<file path="src/rtl/cache_pkg.sv">
// Shared constants for the write-back direct-mapped cache controller:
// geometry defaults, FSM state encodings and a saturating counter helper.
package cache_pkg;

   localparam int ADDR_W      = 10;
   localparam int DATA_W      = 32;
   localparam int INDEX_W     = 2;
   localparam int OFFSET_W    = 2;
   localparam int BLOCK_WORDS = 1 << OFFSET_W;
   localparam int TAG_W       = ADDR_W - INDEX_W - OFFSET_W;

   localparam logic [1:0] ST_IDLE      = 2'd0;
   localparam logic [1:0] ST_COMPARE   = 2'd1;
   localparam logic [1:0] ST_WRITEBACK = 2'd2;
   localparam logic [1:0] ST_ALLOCATE  = 2'd3;

   // Statistics counters stick at all-ones instead of wrapping.
   function automatic logic [15:0] satInc(input logic [15:0] value);
      return (value == 16'hFFFF) ? value : value + 16'd1;
   endfunction

endpackage

</file>
<file path="src/rtl/cache_ctrl_wb_if.sv">
// CPU load/store port and main-memory beat port of the cache controller.
// The cache itself uses the slave modport; the CPU/memory side uses master.
interface cache_ctrl_wb_if #(
   parameter int ADDR_W = cache_pkg::ADDR_W,
   parameter int DATA_W = cache_pkg::DATA_W
);

   logic              cpuReq;
   logic              isRead;
   logic [ADDR_W-1:0] address;
   logic [DATA_W-1:0] writeData;
   logic              cpuReady;
   logic [DATA_W-1:0] readData;
   logic              isHit;

   logic              memReq;
   logic              memWrite;
   logic [ADDR_W-1:0] memAddress;
   logic [DATA_W-1:0] memWriteData;
   logic [DATA_W-1:0] memReadData;
   logic              memAck;

   modport master (
      output cpuReq, isRead, address, writeData, memReadData, memAck,
      input  cpuReady, readData, isHit, memReq, memWrite, memAddress, memWriteData
   );

   modport slave (
      input  cpuReq, isRead, address, writeData, memReadData, memAck,
      output cpuReady, readData, isHit, memReq, memWrite, memAddress, memWriteData
   );

endinterface

</file>
<file path="src/rtl/cache_line_store.sv">
// Valid/dirty/tag/data arrays of the direct-mapped cache. Reads are
// combinational for the selected line; only valid/dirty are reset.
module cache_line_store #(
   parameter int INDEX_W  = cache_pkg::INDEX_W,
   parameter int OFFSET_W = cache_pkg::OFFSET_W,
   parameter int TAG_W    = cache_pkg::TAG_W,
   parameter int DATA_W   = cache_pkg::DATA_W
) (
   input  logic                clk,
   input  logic                rstN,
   input  logic [INDEX_W-1:0]  index,
   input  logic [OFFSET_W-1:0] rdOffset,
   output logic                lineValid,
   output logic                lineDirty,
   output logic [TAG_W-1:0]    lineTag,
   output logic [DATA_W-1:0]   lineWord,
   input  logic                wordWe,
   input  logic [OFFSET_W-1:0] wrOffset,
   input  logic [DATA_W-1:0]   wrData,
   input  logic                tagWe,
   input  logic [TAG_W-1:0]    wrTag,
   input  logic                dirtySet,
   input  logic                dirtyClr
);

   localparam int Lines = 1 << INDEX_W;
   localparam int Words = 1 << OFFSET_W;

   logic [Lines-1:0]  validBits;
   logic [Lines-1:0]  dirtyBits;
   logic [TAG_W-1:0]  tagMem  [Lines];
   logic [DATA_W-1:0] dataMem [Lines][Words];

   assign lineValid = validBits[index];
   assign lineDirty = dirtyBits[index];
   assign lineTag   = tagMem[index];
   assign lineWord  = dataMem[index][rdOffset];

   // Payload storage carries no reset; a line is only trusted once valid.
   always_ff @(posedge clk) begin
      if (wordWe) begin
         dataMem[index][wrOffset] <= wrData;
      end
      if (tagWe) begin
         tagMem[index] <= wrTag;
      end
   end

   // Installing a new tag marks the line valid and clean in the same edge.
   always_ff @(posedge clk or negedge rstN) begin
      if (!rstN) begin
         validBits <= '0;
         dirtyBits <= '0;
      end else begin
         if (tagWe) begin
            validBits[index] <= 1'b1;
            dirtyBits[index] <= 1'b0;
         end
         if (dirtySet) begin
            dirtyBits[index] <= 1'b1;
         end else if (dirtyClr) begin
            dirtyBits[index] <= 1'b0;
         end
      end
   end

endmodule

</file>
<file path="src/rtl/cache_ctrl_wb.sv">
// Write-back, write-allocate direct-mapped cache controller with victim
// write-back and refill bursts. Define CACHE_STATS_EN for hit/miss/wb counters.
module cache_ctrl_wb #(
   parameter int ADDR_W   = cache_pkg::ADDR_W,
   parameter int DATA_W   = cache_pkg::DATA_W,
   parameter int INDEX_W  = cache_pkg::INDEX_W,
   parameter int OFFSET_W = cache_pkg::OFFSET_W
) (
   input  logic          clk,
   input  logic          rstN,
   cache_ctrl_wb_if.slave bus
`ifdef CACHE_STATS_EN
   ,
   output logic [15:0]   hitCount,
   output logic [15:0]   missCount,
   output logic [15:0]   wbCount
`endif
);

   import cache_pkg::*;

   localparam int TagW = ADDR_W - INDEX_W - OFFSET_W;
   localparam logic [OFFSET_W-1:0] LastBeat = '1;

   logic [1:0]          state;
   logic [OFFSET_W-1:0] beatCnt;
   logic                missFlag;
   logic                reqIsRead;
   logic [ADDR_W-1:0]   reqAddr;
   logic [DATA_W-1:0]   reqData;

   logic [TagW-1:0]     reqTag;
   logic [INDEX_W-1:0]  reqIndex;
   logic [OFFSET_W-1:0] reqOffset;

   logic                lineValid;
   logic                lineDirty;
   logic [TagW-1:0]     lineTag;
   logic [DATA_W-1:0]   lineWord;
   logic [OFFSET_W-1:0] rdOffset;
   logic                hit;
   logic                beatDone;

   logic                wordWe;
   logic [OFFSET_W-1:0] wrOffset;
   logic [DATA_W-1:0]   wrData;
   logic                tagWe;
   logic                dirtySet;
   logic                dirtyClr;

   assign reqTag    = reqAddr[ADDR_W-1 -: TagW];
   assign reqIndex  = reqAddr[OFFSET_W +: INDEX_W];
   assign reqOffset = reqAddr[OFFSET_W-1:0];
   assign rdOffset  = (state == ST_COMPARE) ? reqOffset : beatCnt;
   assign hit       = lineValid && (lineTag == reqTag);
   assign beatDone  = bus.memReq && bus.memAck;

   cache_line_store #(
      .INDEX_W  (INDEX_W),
      .OFFSET_W (OFFSET_W),
      .TAG_W    (TagW),
      .DATA_W   (DATA_W)
   ) lineStore (
      .clk       (clk),
      .rstN      (rstN),
      .index     (reqIndex),
      .rdOffset  (rdOffset),
      .lineValid (lineValid),
      .lineDirty (lineDirty),
      .lineTag   (lineTag),
      .lineWord  (lineWord),
      .wordWe    (wordWe),
      .wrOffset  (wrOffset),
      .wrData    (wrData),
      .tagWe     (tagWe),
      .wrTag     (reqTag),
      .dirtySet  (dirtySet),
      .dirtyClr  (dirtyClr)
   );

   // Array updates: store hits in COMPARE, refill beats in ALLOCATE,
   // and the victim becomes clean once its last beat is acknowledged.
   always_comb begin
      wordWe   = 1'b0;
      wrOffset = beatCnt;
      wrData   = bus.memReadData;
      tagWe    = 1'b0;
      dirtySet = 1'b0;
      dirtyClr = 1'b0;
      case (state)
         ST_COMPARE: begin
            if (hit && !reqIsRead) begin
               wordWe   = 1'b1;
               wrOffset = reqOffset;
               wrData   = reqData;
               dirtySet = 1'b1;
            end
         end
         ST_WRITEBACK: begin
            dirtyClr = beatDone && (beatCnt == LastBeat);
         end
         ST_ALLOCATE: begin
            wordWe = beatDone;
            tagWe  = beatDone && (beatCnt == LastBeat);
         end
         default: ;
      endcase
   end

   // Sequencer. In the burst states memReq rises while low and falls on the
   // acknowledging edge, which leaves exactly one idle cycle between beats.
   always_ff @(posedge clk or negedge rstN) begin
      if (!rstN) begin
         state            <= ST_IDLE;
         beatCnt          <= '0;
         missFlag         <= 1'b0;
         reqIsRead        <= 1'b0;
         reqAddr          <= '0;
         reqData          <= '0;
         bus.cpuReady     <= 1'b0;
         bus.readData     <= '0;
         bus.isHit        <= 1'b0;
         bus.memReq       <= 1'b0;
         bus.memWrite     <= 1'b0;
         bus.memAddress   <= '0;
         bus.memWriteData <= '0;
      end else begin
         bus.cpuReady <= 1'b0;
         bus.isHit    <= 1'b0;
         case (state)
            ST_IDLE: begin
               if (bus.cpuReq) begin
                  reqIsRead <= bus.isRead;
                  reqAddr   <= bus.address;
                  reqData   <= bus.writeData;
                  missFlag  <= 1'b0;
                  state     <= ST_COMPARE;
               end
            end
            ST_COMPARE: begin
               if (hit) begin
                  bus.cpuReady <= 1'b1;
                  bus.isHit    <= !missFlag;
                  if (reqIsRead) begin
                     bus.readData <= lineWord;
                  end
                  state <= ST_IDLE;
               end else begin
                  missFlag <= 1'b1;
                  beatCnt  <= '0;
                  state    <= (lineValid && lineDirty) ? ST_WRITEBACK : ST_ALLOCATE;
               end
            end
            ST_WRITEBACK: begin
               if (!bus.memReq) begin
                  bus.memReq       <= 1'b1;
                  bus.memWrite     <= 1'b1;
                  bus.memAddress   <= {lineTag, reqIndex, beatCnt};
                  bus.memWriteData <= lineWord;
               end else if (bus.memAck) begin
                  bus.memReq <= 1'b0;
                  beatCnt    <= beatCnt + 1'b1;
                  if (beatCnt == LastBeat) begin
                     state <= ST_ALLOCATE;
                  end
               end
            end
            ST_ALLOCATE: begin
               if (!bus.memReq) begin
                  bus.memReq     <= 1'b1;
                  bus.memWrite   <= 1'b0;
                  bus.memAddress <= {reqTag, reqIndex, beatCnt};
               end else if (bus.memAck) begin
                  bus.memReq <= 1'b0;
                  beatCnt    <= beatCnt + 1'b1;
                  if (beatCnt == LastBeat) begin
                     state <= ST_COMPARE;
                  end
               end
            end
            default: state <= ST_IDLE;
         endcase
      end
   end

`ifdef CACHE_STATS_EN
   // A miss is only ever seen on the first compare, since a refill always hits.
   always_ff @(posedge clk or negedge rstN) begin
      if (!rstN) begin
         hitCount  <= '0;
         missCount <= '0;
         wbCount   <= '0;
      end else begin
         if (state == ST_COMPARE && hit && !missFlag) begin
            hitCount <= satInc(hitCount);
         end
         if (state == ST_COMPARE && !hit) begin
            missCount <= satInc(missCount);
         end
         if (dirtyClr) begin
            wbCount <= satInc(wbCount);
         end
      end
   end
`endif

endmodule

</file>
<file path="src/flat_wrapper.sv">
// flat-port wrapper written by rule: the top's interface ports become plain ports
module cache_ctrl_wb_flat import cache_pkg::*;
#(
   parameter int ADDR_W   = cache_pkg::ADDR_W,
   parameter int DATA_W   = cache_pkg::DATA_W,
   parameter int INDEX_W  = cache_pkg::INDEX_W,
   parameter int OFFSET_W = cache_pkg::OFFSET_W
)
  (clk, rstN, bus_cpuReq, bus_isRead, bus_address, bus_writeData, bus_memReadData, bus_memAck, bus_cpuReady, bus_readData, bus_isHit, bus_memReq, bus_memWrite, bus_memAddress, bus_memWriteData);
  cache_ctrl_wb_if #(.ADDR_W(ADDR_W), .DATA_W(DATA_W)) bus_i ();
  input  logic clk;
  input  logic rstN;
  input wire logic [$bits(bus_i.cpuReq)-1:0] bus_cpuReq;
  input wire logic [$bits(bus_i.isRead)-1:0] bus_isRead;
  input wire logic [$bits(bus_i.address)-1:0] bus_address;
  input wire logic [$bits(bus_i.writeData)-1:0] bus_writeData;
  input wire logic [$bits(bus_i.memReadData)-1:0] bus_memReadData;
  input wire logic [$bits(bus_i.memAck)-1:0] bus_memAck;
  output wire logic [$bits(bus_i.cpuReady)-1:0] bus_cpuReady;
  output wire logic [$bits(bus_i.readData)-1:0] bus_readData;
  output wire logic [$bits(bus_i.isHit)-1:0] bus_isHit;
  output wire logic [$bits(bus_i.memReq)-1:0] bus_memReq;
  output wire logic [$bits(bus_i.memWrite)-1:0] bus_memWrite;
  output wire logic [$bits(bus_i.memAddress)-1:0] bus_memAddress;
  output wire logic [$bits(bus_i.memWriteData)-1:0] bus_memWriteData;
  assign bus_i.cpuReq = bus_cpuReq;
  assign bus_i.isRead = bus_isRead;
  assign bus_i.address = bus_address;
  assign bus_i.writeData = bus_writeData;
  assign bus_i.memReadData = bus_memReadData;
  assign bus_i.memAck = bus_memAck;
  assign bus_cpuReady = bus_i.cpuReady;
  assign bus_readData = bus_i.readData;
  assign bus_isHit = bus_i.isHit;
  assign bus_memReq = bus_i.memReq;
  assign bus_memWrite = bus_i.memWrite;
  assign bus_memAddress = bus_i.memAddress;
  assign bus_memWriteData = bus_i.memWriteData;
  cache_ctrl_wb #(.ADDR_W(ADDR_W), .DATA_W(DATA_W), .INDEX_W(INDEX_W), .OFFSET_W(OFFSET_W)) u_core (.clk(clk), .rstN(rstN), .bus(bus_i));
endmodule
</file>
<file path="config.mk">
export PLATFORM = sky130hd
export DESIGN_NAME = cache_ctrl_wb_flat
export DESIGN_NICKNAME = d
export VERILOG_FILES = /design/src/rtl/cache_pkg.sv /design/src/rtl/cache_ctrl_wb_if.sv /design/src/rtl/cache_line_store.sv /design/src/rtl/cache_ctrl_wb.sv /design/src/flat_wrapper.sv
export SDC_FILE = /design/constraint.sdc
export NUM_CORES = 1
export LEC_CHECK = 0
export ABC_AREA = 0
export ABC_CLOCK_PERIOD_IN_PS = 8400
export CAP_MARGIN = 15
export CORE_MARGIN = 2
export CORE_UTILIZATION = 38
export CTS_CLUSTER_DIAMETER = 60
export DETAILED_ROUTE_END_ITERATION = 8
export GPL_ROUTABILITY_DRIVEN = 0
export PLACE_DENSITY_LB_ADDON = 0.2
export SETUP_SLACK_MARGIN = 0.2
export SLEW_MARGIN = 20
export SYNTH_ARGS = -nofsm -noshare
export SYNTH_HDL_FRONTEND = slang
export SYNTH_HIERARCHICAL = 1
export SYNTH_SLANG_ARGS = --single-unit
</file>
<file path="constraint.sdc">
create_clock -name clk -period 8.4 [get_ports clk]
set_input_delay 0.84 -clock clk [delete_from_list [all_inputs] [get_ports clk]]
set_output_delay 0.84 -clock clk [all_outputs]
set_load 0.005 [all_outputs]
</file>
* Word level (Yosys, flattened, before mapping)
Memory sizes are Yosys's and may differ from the RTL's. Index checks and enable logic that the tools add are counted.
Storage, ports and cells: register bits after elaboration 134, memory bits (writable) 536, input bits 79, output and inout bits 78, logic and storage cells 126, memories 2
Memories:
- u_core.lineStore.dataMem | words 4, bits a word 128, rd ports 1, clocked after Yosys merged registers in 0, write ports 1, RTL line cache_line_store.sv:32 | logic [DATA_W-1:0] dataMem [Lines][Words];
- u_core.lineStore.tagMem | words 4, bits a word 6, rd ports 1, clocked after Yosys merged registers in 0, write ports 1, RTL line cache_line_store.sv:31 | logic [TAG_W-1:0] tagMem [Lines];
Operators by class: add/subtract/negate cells 1, magnitude comparators 5, equal/unequal tests 17, mux-type cells 57, bitwise logic cells 8, reduce and logical (&&, ||, !) cells 21
Operator list (number):
- 32-bit 2-to-1 mux | 5
- 128-bit 2-to-1 mux | 1
- 32-bit binary-select mux with 2-bit select | 1
- 32-bit demux with 2-bit select | 1
- 2-bit 2-to-1 mux | 14
- 1-bit 2-to-1 mux | 21
- 10-bit 2-to-1 mux | 2
- 10-bit one-hot mux with 2 select lines | 1
- 4-bit 2-to-1 mux | 3
- 2-bit by 1-bit inequality test with 1-bit output (second input constant) | 6
- 2-bit inequality test (second input constant) | 6
- 3-bit AND reduction | 3
- 4-bit bitwise AND | 2
- 4-bit bitwise OR | 2
- 2-bit one-hot mux with 4 select lines | 1
- 1-bit logical AND | 7
- 7-bit AND reduction | 1
- 2-bit equality test (second input constant) | 3
- 6-bit equality test | 1
- 3-bit >= comparator (second input constant) | 2
- 2-bit NOT with 3-bit output | 2
- 1-bit one-hot mux with 2 select lines | 3
- 2-bit nonzero test | 3
- 1-bit binary-select mux with 2-bit select | 2
- other kinds (14) | 16

* Depth between registers and ports, before layout
word-level depth 12, gate-level depth with buffers 12, depth with buffers taken out 7

* Hierarchy
Netlist, hierarchy kept.
Modules (own cells, without submodules):
- cache_line_store | times used 1, cells an instance 876, area each 20493.4 um2, sequential area each 16295.6 um2
- cache_ctrl_wb | times used 1, cells an instance 365, area each 5482.8 um2, sequential area each 3153.0 um2

* Worst setup path before layout
No wires, ideal clock.
kind reg-to-reg, start register u_core.reqAddr[3], end memory u_core/lineStore/dataMem[0][100] (netlist name) (enable), arrival 5.666 ns, data required time 7.939 ns, setup slack 2.273 ns, stages on the path, launching flop included 12, buffers on the path 4, period minus slack after synthesis 6.127 ns, cells stage by stage dfrtp_1 > buf_2 > buf_2 > buf_1 > mux4_2 > xnor2_1 > nand4_2 > nor4_4 > buf_6 > mux2_2 > or3b_2 > nor3_1
Between the ends: cells in the longest elaborated chain, start to end 12, elaborated cells between the ends (all ways) 18, classes of those cells order compare (2); eq/ne (1); mux (10); bitwise (1); reduce/logical (3); memory (1)
Ends and longest elaborated chain:
- start: declaration | RTL line cache_ctrl_wb.sv:29 | logic [ADDR_W-1:0] reqAddr;
- start signal: assignment | RTL line cache_ctrl_wb.sv:134 | reqAddr <= bus.address;
- memory 4 x 6 bit *
- named net u_core.lineTag[0] | RTL line cache_ctrl_wb.sv:38 | logic [TagW-1:0] lineTag;
- 6-bit equality test * | RTL line cache_ctrl_wb.sv:55 | assign hit = lineValid && (lineTag == reqTag);
- 1-bit logical AND * | RTL line cache_ctrl_wb.sv:55
- 1-bit logical AND * | RTL line cache_ctrl_wb.sv:92 | if (hit && !reqIsRead) begin
- 2-bit 2-to-1 mux * | RTL line cache_ctrl_wb.sv:92
- 2-bit 2-to-1 mux * | RTL line cache_ctrl_wb.sv:90 | case (state)
- named net u_core.wrOffset[0] | RTL line cache_ctrl_wb.sv:45 | logic [OFFSET_W-1:0] wrOffset;
- 2-bit NOT with 3-bit output (implied by the code) * | RTL line cache_line_store.sv:42 | dataMem[index][wrOffset] <= wrData;
- 3-bit >= comparator (implied by the code) / 3-bit by 1-bit < comparator with 1-bit output (equally long branches) | RTL line cache_line_store.sv:42
- 1-bit logical AND (implied by the code) | RTL line cache_line_store.sv:42
- 32-bit 2-to-1 mux (implied by the code) | RTL line cache_line_store.sv:42
- 32-bit demux with 2-bit select * | RTL line cache_line_store.sv:42
- 128-bit 2-to-1 mux (implied by the code) * | RTL line cache_line_store.sv:42
- end: declaration | RTL line cache_line_store.sv:32
The timed path passes the listed nets; every way through them passes the cells marked *. The select of a mux whose other input is x is not followed.

* Worst setup path after layout
start register u_core.reqAddr[3], end memory u_core/lineStore/dataMem[3][68] (netlist name) (enable)
Between the ends: cells in the longest elaborated chain, start to end 12, elaborated cells between the ends (all ways) 18, classes of those cells order compare (2); eq/ne (1); mux (10); bitwise (1); reduce/logical (3); memory (1)
Ends and longest elaborated chain:
- 1-bit binary-select mux with 2-bit select * | RTL line cache_line_store.sv:34 | assign lineValid = validBits[index];
- 1-bit 2-to-1 mux (implied by the code) * | RTL line cache_line_store.sv:34
- named net u_core.lineValid | RTL line cache_ctrl_wb.sv:36 | logic lineValid;
- 1-bit logical AND * | RTL line cache_ctrl_wb.sv:55
- 1-bit logical AND * | RTL line cache_ctrl_wb.sv:92
- 2-bit 2-to-1 mux * | RTL line cache_ctrl_wb.sv:92
- 2-bit 2-to-1 mux * | RTL line cache_ctrl_wb.sv:90
- named net u_core.wrOffset[1] | RTL line cache_ctrl_wb.sv:45
- 2-bit NOT with 3-bit output (implied by the code) * | RTL line cache_line_store.sv:42
- 3-bit >= comparator (implied by the code) / 3-bit by 1-bit < comparator with 1-bit output (equally long branches) | RTL line cache_line_store.sv:42
- 1-bit logical AND (implied by the code) | RTL line cache_line_store.sv:42
- 32-bit 2-to-1 mux (implied by the code) | RTL line cache_line_store.sv:42
- 32-bit demux with 2-bit select * | RTL line cache_line_store.sv:42
- 128-bit 2-to-1 mux (implied by the code) * | RTL line cache_line_store.sv:42
Marks and branches as above.

==> impl_table.tex <==
\begin{tabular}{lr}
\hline
Metric & Value \\
\hline
\multicolumn{2}{l}{\textbf{Clocking}} \\
\quad Num CTS Buffers & between 70 and 80 \\
\quad Clock transition at the register clock pins on the worst setup and hold paths after CTS & approximately 0.060 ns \\
\quad Root Buffer & sky130\_fd\_sc\_hd\_\_clkbuf\_16 \\
\quad Count of hold-fix buffers inserted at cts & 0 \\
\quad Clock Latency Late Sink & roughly 0.6 ns \\
\quad Max Root-Sink Buffers & 3 \\
\quad Setup fix buffers added after clock tree synthesis & 0 \\
\quad CTS tree & done \\
\quad Post-CTS sizing & 0 \\
\quad Total number of H-tree levels & 3 \\
\quad \# clock sinks & between 600 and 700 \\
\multicolumn{2}{l}{\textbf{Floorplanning}} \\
\quad Placement row count & between 90 and 100 \\
\quad Boundary pin count & 157 \\
\quad Chip width & 265.5 um \\
\quad Die area & 70470 sq um \\
\quad Area inside the core boundary & between 60000 and 70000 sq um \\
\quad Die Height & approximately 270 um \\
\quad Initial standard-cell utilization of the core & approximately 39\% \\
\multicolumn{2}{l}{\textbf{Synthesis}} \\
\quad Syn Std Cell Area & about 26000 sq um \\
\quad Yosys top cell area share & 61.96\% \\
\quad Share of async-settable or async-resettable flops after synthesis & 20.00\% \\
\quad Synth Register Bits & 670 \\
\quad Number of enable-type register cells in the synthesized netlist & 536 \\
\quad Synthesized Nets & $\sim$1300 \\
\quad Cell type contributing the most total cell area after synthesis & sky130\_fd\_sc\_hd\_\_edfxtp\_1 \\
\quad Cell variety after synth & 45 \\
\quad Primary FF master, synth & sky130\_fd\_sc\_hd\_\_edfxtp\_1 \\
\quad Register area share after synthesis & 74.87\% \\
\quad Average footprint of a synthesized cell & approximately 21 sq um \\
\quad Number of warnings printed during yosys synthesis & 6 \\
\quad Instance count of the mapped netlist & about 1200 \\
\quad Biggest area contributors in the synthesized netlist & sky130\_fd\_sc\_hd\_\_edfxtp\_1 (62\%), sky130\_fd\_sc\_hd\_\_dfrtp\_1 (13\%), sky130\_fd\_sc\_hd\_\_mux4\_2 (12\%) \\
\multicolumn{2}{l}{\textbf{Placed design}} \\
\quad Number of I/O port buffers & 156 \\
\quad DP Wirelength & $\sim$35000 um \\
\quad Pre-CTS setup slack & 3.163 ns \\
\multicolumn{2}{l}{\textbf{GRT}} \\
\quad Maximum number of pins on one net before global-route repair & 98 \\
\quad Total congestion overflow & 0 \\
\quad First-pass GRT wire length & just under 90000 um \\
\quad Antenna violations before repair & 0 \\
\quad Overall fraction of global-route tracks in use & 16.62\% \\
\quad Vias in the first global route & about 13000 \\
\multicolumn{2}{l}{\textbf{STA}} \\
\quad Setup violations, final & 0 \\
\quad Final critical-path setup slack & roughly 3.3 ns \\
\quad Maximum clock skew at final layout & 0.02844 ns \\
\quad Endpoints failing hold & 0 \\
\quad Worst relative slew slack & between 20 and 30\% \\
\quad Final count of pins violating max slew & 0 \\
\quad Final critical-path share of the clock period & between 60\% and 70\% \\
\quad Slew at the pin closest to its max-slew limit & about 1.1 ns \\
\quad Unrepaired setup endpoints after global routing & false \\
\quad Setup\_tns & 0 ns \\
\quad Highest clock rate & just under 200 MHz \\
\quad Minimum clock period & approximately 5.1 ns \\
\multicolumn{2}{l}{\textbf{Route}} \\
\quad Remaining number of nets flagged by the antenna check after routing & 0 \\
\quad Count of vias placed by the detailed router & roughly 13000 \\
\quad Via density per instance & 5.297 \\
\quad Final routed DRC violation total & 0 \\
\quad Routed wire length & between 50000 and 60000 um \\
\quad 1st-iter DRT viols & 871 \\
\quad Average detailed-routed wire length per instance & around 24 um \\
\quad Number of search-and-repair iterations in the first detailed-routing pass & 5 \\
\multicolumn{2}{l}{\textbf{Power}} \\
\quad Worst-case vdd ir drop & slightly above 300 uV \\
\quad P\_leak & about 0.011 uW \\
\quad Power per standard cell area & 321.9 nW/um\^{}2 \\
\multicolumn{2}{l}{\textbf{Setup path}} \\
\quad Worst Setup Path Type & reg -> reg \\
\quad Top fanout value on the critical path & slightly above 60 \\
\quad Critical path launch point type & flop \\
\quad Data arrival at the endpoint of the critical path & around 5.4 ns \\
\quad CP endpoint kind & flop \\
\quad Required time of the critical path & approximately 8.6 ns \\
\multicolumn{2}{l}{\textbf{Worst hold path}} \\
\quad Path category of the worst min-delay check & in -> async \\
\multicolumn{2}{l}{\textbf{Layout}} \\
\quad ANT cells & 0 \\
\quad Area growth from synthesis to layout & 20.06\% \\
\quad Number of nets in the layout & between 1500 and 2000 \\
\quad Most common cell after layout, fill and taps aside & sky130\_fd\_sc\_hd\_\_edfxtp\_1 \\
\quad Fraction of final layout cells sized beyond drive strength 1 & 30.28\% \\
\quad Most used cells in the layout excluding fill and tap cells & sky130\_fd\_sc\_hd\_\_edfxtp\_1 (536), sky130\_fd\_sc\_hd\_\_clkdlybuf4s50\_1 (155), sky130\_fd\_sc\_hd\_\_mux2\_2 (146), sky130\_fd\_sc\_hd\_\_mux4\_2 (135), sky130\_fd\_sc\_hd\_\_dfrtp\_1 (132) \\
\multicolumn{2}{l}{\textbf{Run}} \\
\quad Max-cap check violation count & 0 \\
\multicolumn{2}{l}{\textbf{Status}} \\
\quad Result of the run & complete, no violations \\
\hline
\end{tabular}
[cell type report]
type                    instances  area (sq um)
multi-input cells             501          6269
flip-flops and latches        670         19460
repair buffers                186          1941
clock inverters                29         310.3
fillers                      5534         36210
clock buffers                 104          2096
well taps                     873          1092
inverters                       6         22.52
[cells in the mapped netlist (all sizes together) (2+ instances only)]
master  count
edfxtp    536
mux2      152
mux4      135
dfrtp     134
a22oi      63
nand2      50
buf        34
clkbuf     30
nor2       17
o21ai      10
mux2i       9
nor2b       8
and2        7
inv         6
nor3        6
xnor2       6
ha          5
or2         4
nand3       3
a21oi       2
and3        2
nand2b      2
nand3b      2
nor4        2
o21bai      2
o22ai       2
o31ai       2
[logic make-up after synthesis]
logic type / Yosys count / synth area share, %
buf+inv: 70 / 1.556
mux: 296 / 18.70
compound gates: 87 / 2.432
fa+ha+maj: 5 / 0.2408
simple gates: 106 / 1.965
flops: 670 / 74.87
xor+xnor: 7 / 0.2360
[state kept, by name, summed over array words and instances, names as in the netlist, 2 cells and up]
register and flops:
u_core/bus.memWriteData 32, u_core/reqAddr 10, u_core/bus.memAddress 10, u_core/state 2
u_core/lineStore/tagMem 24, u_core/lineStore/validBits 4, u_core/lineStore/dataMem 512, u_core/reqData 32
u_core/lineStore/dirtyBits 4, u_core/beatCnt 2, u_core/bus.readData 32
[final timing paths]
kind                       depth (start not counted)                              end                           from  slack [ns]
max                                                9  u_core/lineStore/dataMem[3][68]              u_core/reqAddr[3]        3.29
min                                                1          u_core/bus.readData[23]                           rstN        0.23
max reg2reg                                        9  u_core/lineStore/dataMem[3][68]              u_core/reqAddr[3]        3.29
min reg2reg                                        1    u_core/lineStore/validBits[2]  u_core/lineStore/validBits[2]        0.46
max in group asynchronous                          2                u_core/reqAddr[2]                           rstN        6.70
min in group clk                                   1    u_core/lineStore/validBits[2]  u_core/lineStore/validBits[2]        0.46
[stage by stage]
step	area (sq um)	hold slack (ns)	std cells	utilization, %	power (uW)
floorplan	25980	0.4278	1241	-	5952
global placement	28590	0.4454	2229	42.42	6941
detailed placement	28750	0.4498	2235	42.66	6986
CTS	31160	0.2466	2368	46.23	10190
global route	31190	0.2707	2369	46.27	10520
finish	31190	0.2301	2369	46.27	10040
[power breakdown]
| group | switching [uW] | internal (uW) | total [uW] |
|---|---|---|---|
| logic | 1440 | 1300 | 2740 |
| clock network | 1250 | 1920 | 3170 |
| registers | 227 | 3900 | 4130 |
| total | 2910 | 7120 | 10000 |
[metal layers]
metal	GRT usage (%)	wire length (um)	vias to the layer above
met5	0	0	-
met4	4.337	1100	0
met3	2.935	2706	86
met2	27.47	28650	331
met1	22.84	25250	6675
li1	-	-	5456
[worst max-delay path, cell delays in order (launching register included)]
cell                       delay [ns]
sky130_fd_sc_hd__dfrtp_4         0.75
sky130_fd_sc_hd__buf_4           0.80
sky130_fd_sc_hd__mux4_2          0.41
sky130_fd_sc_hd__nand4_2         0.24
sky130_fd_sc_hd__nor4_4          0.34
sky130_fd_sc_hd__buf_4           0.41
sky130_fd_sc_hd__mux2_2          0.41
sky130_fd_sc_hd__nand3b_1        0.38
sky130_fd_sc_hd__nor2_4          0.53
sky130_fd_sc_hd__buf_4           0.45
Note: power is estimated with default switching activity, not from simulation.
